$ cat src/rtl/bgr_palette_rom_pkg.sv
// Shared constants and ROM content definitions for the BGR palette display path.
// ROM images are defined procedurally per init-file name so every tool sees identical contents.
package bgr_palette_rom_pkg;

  localparam int FRAME_W   = 640;
  localparam int FRAME_H   = 480;
  localparam int SPR_W     = 28;
  localparam int SPR_H     = 28;
  localparam int PAL_DEPTH = 256;

  localparam int PIX_AW = 19;
  localparam int PAL_AW = 8;
  localparam int SPR_AW = 10;
  localparam int IDX_W  = 8;
  localparam int BGR_W  = 24;

  localparam logic [BGR_W-1:0] WALL_COLOR = 24'hFF5757;

  typedef enum logic [1:0] {
    ROM_NONE,
    ROM_PIX,
    ROM_PAL,
    ROM_SPR
  } rom_kind_e;

  function automatic rom_kind_e rom_kind(input string f);
    if (f == "bgr_pixel.mif") return ROM_PIX;
    if (f == "bgr_color.mif") return ROM_PAL;
    if (f == "blue_NE.mif")   return ROM_SPR;
    return ROM_NONE;
  endfunction

  // Word at an in-range address; the low address byte fully determines every image.
  function automatic logic [BGR_W-1:0] rom_word(input rom_kind_e k, input logic [7:0] a);
    case (k)
      ROM_PIX, ROM_SPR: return {16'h0000, a};
      ROM_PAL:          return {a, ~a, a};
      default:          return '0;
    endcase
  endfunction

endpackage

$ cat src/rtl/bgr_palette_rom_rom_sync.sv
// Generic read-only memory with registered, enabled read and zero for out-of-range addresses.
// DUAL adds a second independent read port onto the same contents.
module rom_sync
  import bgr_palette_rom_pkg::*;
#(
  parameter int    DW        = 8,
  parameter int    AW        = 19,
  parameter int    DEPTH     = 307200,
  parameter string INIT_FILE = "",
  parameter bit    DUAL      = 1'b0
) (
  input  logic          clk_i,
  input  logic          rst_ni,
  input  logic          en_a_i,
  input  logic [AW-1:0] addr_a_i,
  output logic [DW-1:0] q_a_o,
  input  logic          en_b_i,
  input  logic [AW-1:0] addr_b_i,
  output logic [DW-1:0] q_b_o
);

  localparam rom_kind_e KIND = rom_kind(INIT_FILE);

  function automatic logic [DW-1:0] rd(input logic [AW-1:0] a);
    if (32'(a) >= DEPTH) return '0;
    return DW'(rom_word(KIND, a[7:0]));
  endfunction

  logic [DW-1:0] q_a_q, q_a_d;

  assign q_a_d = en_a_i ? rd(addr_a_i) : q_a_q;

  always_ff @(posedge clk_i or negedge rst_ni) begin
    if (!rst_ni) q_a_q <= '0;
    else         q_a_q <= q_a_d;
  end

  assign q_a_o = q_a_q;

  if (DUAL) begin : g_port_b
    logic [DW-1:0] q_b_q, q_b_d;

    assign q_b_d = en_b_i ? rd(addr_b_i) : q_b_q;

    always_ff @(posedge clk_i or negedge rst_ni) begin
      if (!rst_ni) q_b_q <= '0;
      else         q_b_q <= q_b_d;
    end

    assign q_b_o = q_b_q;
  end else begin : g_no_port_b
    logic unused_b;
    assign unused_b = ^{en_b_i, addr_b_i};
    assign q_b_o    = '0;
  end

endmodule

$ cat src/rtl/bgr_palette_rom.sv
// Frame pixel-index ROM (dual read) feeding a palette ROM, plus an independent sprite ROM.
// Pixel index to colour is a two-stage registered pipeline accepting one address per cycle.
module bgr_palette_rom
  import bgr_palette_rom_pkg::*;
#(
  parameter int    PIX_DEPTH = 307200,
  parameter string PIX_INIT  = "bgr_pixel.mif",
  parameter string PAL_INIT  = "bgr_color.mif",
  parameter int    SPR_DEPTH = 784,
  parameter string SPR_INIT  = "blue_NE.mif"
) (
  input  logic              iVGA_CLK,
  input  logic              iRST_n,
  input  logic [PIX_AW-1:0] address_a,
  input  logic              rden_a,
  input  logic [PIX_AW-1:0] address_b,
  input  logic              rden_b,
  output logic [IDX_W-1:0]  q_a,
  output logic [IDX_W-1:0]  q_b,
  output logic [BGR_W-1:0]  bgr_data,
  input  logic [SPR_AW-1:0] spr_addr,
  output logic [IDX_W-1:0]  spr_q
);

  logic [BGR_W-1:0] unused_pal_b;
  logic [IDX_W-1:0] unused_spr_b;

  rom_sync #(
    .DW(IDX_W), .AW(PIX_AW), .DEPTH(PIX_DEPTH), .INIT_FILE(PIX_INIT), .DUAL(1'b1)
  ) u_pix (
    .clk_i(iVGA_CLK), .rst_ni(iRST_n),
    .en_a_i(rden_a), .addr_a_i(address_a), .q_a_o(q_a),
    .en_b_i(rden_b), .addr_b_i(address_b), .q_b_o(q_b)
  );

  // Palette reads every cycle from the held q_a, so colour tracks it even when port A is idle.
  rom_sync #(
    .DW(BGR_W), .AW(PAL_AW), .DEPTH(PAL_DEPTH), .INIT_FILE(PAL_INIT), .DUAL(1'b0)
  ) u_pal (
    .clk_i(iVGA_CLK), .rst_ni(iRST_n),
    .en_a_i(1'b1), .addr_a_i(q_a), .q_a_o(bgr_data),
    .en_b_i(1'b0), .addr_b_i('0), .q_b_o(unused_pal_b)
  );

  rom_sync #(
    .DW(IDX_W), .AW(SPR_AW), .DEPTH(SPR_DEPTH), .INIT_FILE(SPR_INIT), .DUAL(1'b0)
  ) u_spr (
    .clk_i(iVGA_CLK), .rst_ni(iRST_n),
    .en_a_i(1'b1), .addr_a_i(spr_addr), .q_a_o(spr_q),
    .en_b_i(1'b0), .addr_b_i('0), .q_b_o(unused_spr_b)
  );

endmodule

$ cat config.mk
export PLATFORM = sky130hd
export DESIGN_NAME = bgr_palette_rom
export DESIGN_NICKNAME = d
export VERILOG_FILES = /design/src/rtl/bgr_palette_rom_pkg.sv /design/src/rtl/bgr_palette_rom_rom_sync.sv /design/src/rtl/bgr_palette_rom.sv
export SDC_FILE = /design/constraint.sdc
export NUM_CORES = 1
export LEC_CHECK = 0
export BUFFER_PORTS_ARGS = -buffer_cell sky130_fd_sc_hd__buf_2
export CAP_MARGIN = 20
export CORE_MARGIN = 4
export CORE_UTILIZATION = 49
export CTS_CLUSTER_SIZE = 25
export DETAILED_ROUTE_END_ITERATION = 8
export GPL_TIMING_DRIVEN = 0
export PLACE_DENSITY = 0.85
export REMOVE_ABC_BUFFERS = 1
export SYNTH_ARGS = -nofsm -noshare
export SYNTH_HDL_FRONTEND = slang
export SYNTH_HIERARCHICAL = 1
export SYNTH_SLANG_ARGS = --single-unit
$ cat constraint.sdc
create_clock -name iVGA_CLK -period 1.3 [get_ports iVGA_CLK]
set_input_delay 0.13 -clock iVGA_CLK [delete_from_list [all_inputs] [get_ports iVGA_CLK]]
set_output_delay 0.13 -clock iVGA_CLK [all_outputs]
set_load 0.03 [all_outputs]
==> run summary <==
Final setup TNS -> 0 ps
N_diodes -> 0
Largest net degree at the start of global routing -> 41
Die footprint -> 4561 um2
Gate power share -> 0.294
Gr usage total -> 0.1687
Fin Clk Skew -> 6.470 ps
DP Worst Slack -> 280.8 ps
1st-pass router iterations -> 5
PD cells -> 1283 nW/um2
CP Max Fanout -> 4
NetSw -> 1.041 mW
Net switching fraction of the power -> 0.3595
CP Buf/Inv Count -> 1
CTS tree -> built
Via count -> 1399
Fin crit share -> 0.8497
Netlist Area Pre-Place -> 1737 um2
Worst-Margin Slew -> 849.0 ps
Final GP Congestion -> 0.7049
Area of the multi-input gates -> 533.0 um2
Critical Path Max Stage Delay -> 410 ps
RSZ-0062 raised after global routing -> no
TritonCTS Buffers -> 5
Setup slack after layout -> 195.4 ps
WL final -> 3678 um
Buffer depth of the longest clock path -> 2
Fin nets -> 302
VDD IR-drop max -> 0.0007489 V
Maxcap violations -> 0
Port Buf Inserts -> 91
Clock Sinks -> 40
FF+latch area -> 1001 um2
Sequential share of power -> 0.504
Critical Path Slowest Stage Cell -> dfrtp_1
Final Max Tran Viols -> 0
Clock power frac -> 0.201
Yosys warning total -> 6
Number of I/O pins -> 100
PostCTS Resize Cnt -> 0
Core Area -> 3390 um2
Setup Fix Bufs, Post-CTS -> 0
Starting density of the core -> 0.5124
Synth Area per Inst -> 11.06 um2
Post-DRT Antenna Nets -> 0
Post-Syn Instances -> 157
Status -> completed
Min cycle time layout -> 1105 ps
Clk Latency, worst-skew pair -> 340 ps
CP arrival -> 970 ps
HP Class -> in -> reg
Req. time, crit path -> 1170 ps
Slew Limit Headroom -> 0.4340
Vias/cell -> 4.726
Largest delay share family, worst path -> flip-flops
Highest clock rate -> 905.3 MHz
Detailed placement HPWL -> 2769 um
CTS root buf -> clkbuf_4
Internal power -> 1.855 mW
Worst setup EP type -> primary output
Area grow syn2layout -> 30.04%
Post-DR wirelength/cell -> 12.43 um
Fin Hold WS -> 21.45 ps
H-tree Lvls -> 2
Initial antenna violation count -> 0
Critical path cell sequence -> buf_2
First-pass GRT wire length -> 5651 um
Final Hold Fails -> 0
Share of cells above drive strength 1 -> 0.4440
Drt first-iter violations -> 69
Vias in the first global route -> 1285
DRC violations left -> 0
Final setup fails -> 0
Leak -> 1.259 nW
Total gr overflow -> 0
CTS clock-pin slew for the worst setup and hold paths -> 120 ps
Die Ht -> 67.54 um
Startpoint types -> register
Die W -> 67.54 um
Num rows -> 21
Critical path type -> reg -> out
Fillers -> 289
## registers in the layout (all words and copies together) (netlist names)
| signal | cells |
|---|---|
| u_pal/q_a_o | 16 |
| u_pix/q_a_o | 8 |
| u_pix/q_b_o | 8 |
| u_spr/q_a_o | 8 |
## path summary, 6_finish.rpt
kind	start	endpoint	slack [ps]	depth (start not counted)
min in group asynchronous	iRST_n	u_pal/q_a_o[20]	420	2
min reg2reg	u_pix/q_a_o[0]	u_pal/q_a_o[8]	490	1
max	u_pix/q_a_o[4]	q_a[4]	200	1
max in group asynchronous	iRST_n	u_spr/q_a_o[0]	340	2
min	address_a[6]	u_pix/q_a_o[6]	20	3
max reg2reg	u_pix/q_a_o[4]	u_pal/q_a_o[20]	480	1
## through the flow
step	instances	util	total power, mW	instance area, um2
floorplan	146	-	2.010	1635
global placement	283	0.6338	2.309	2148
detailed placement	283	0.6338	2.332	2148
CTS	296	0.6663	2.936	2258
global route	296	0.6663	3.075	2258
finish	296	0.6663	2.897	2258
## area by class of cell
cell class                 count  share of cell area
timing repair buffer          97              0.2283
clock buffer                   5             0.01662
sequential                    40              0.4432
multi-input combinational     79              0.2360
inverter                      27             0.04488
clock inverter                 2            0.005540
tap                           46             0.02548
## per-layer routing
metal / vias to the layer above / track usage / wire length, um
met5: - / 0 / 0
met4: 0 / 0.09873 / 87
met3: 8 / 0.04160 / 285
met2: 59 / 0.2880 / 1850
met1: 644 / 0.1895 / 1455
li1: 688 / - / -
## placed cells by master, fill, tap and decap left out
| master | n |
|---|---|
| mux2i_1 | 11 |
| clkinvlp_4 | 1 |
| conb_1 | 5 |
| clkbuf_4 | 5 |
| a21boi_2 | 2 |
| o22ai_1 | 20 |
| mux2_4 | 1 |
| nand3_1 | 2 |
| clkinv_2 | 1 |
| and2_1 | 1 |
| a21oi_1 | 5 |
| nand2_1 | 20 |
| a211oi_2 | 2 |
| nor2_1 | 1 |
| buf_2 | 91 |
| inv_1 | 27 |
| or4_4 | 1 |
| mux2_2 | 7 |
| dfrtp_1 | 40 |
| and3_1 | 1 |
| dlygate4sd3_1 | 6 |
## timing repair
item,CTS,global route
endpoints found under the hold margin,45,0
endpoints found under the setup margin,0,0
hold buffers,6,0
## power groups by stage
stage	Clock (mW)	Combinational [mW]	Sequential, mW
floorplan	0	0.182	1.83
global placement	0	0.829	1.48
detailed placement	0	0.842	1.49
CTS	0.614	0.857	1.46
global route	0.674	0.916	1.49
finish	0.584	0.852	1.46
Note: power is estimated with default switching activity, not from simulation.
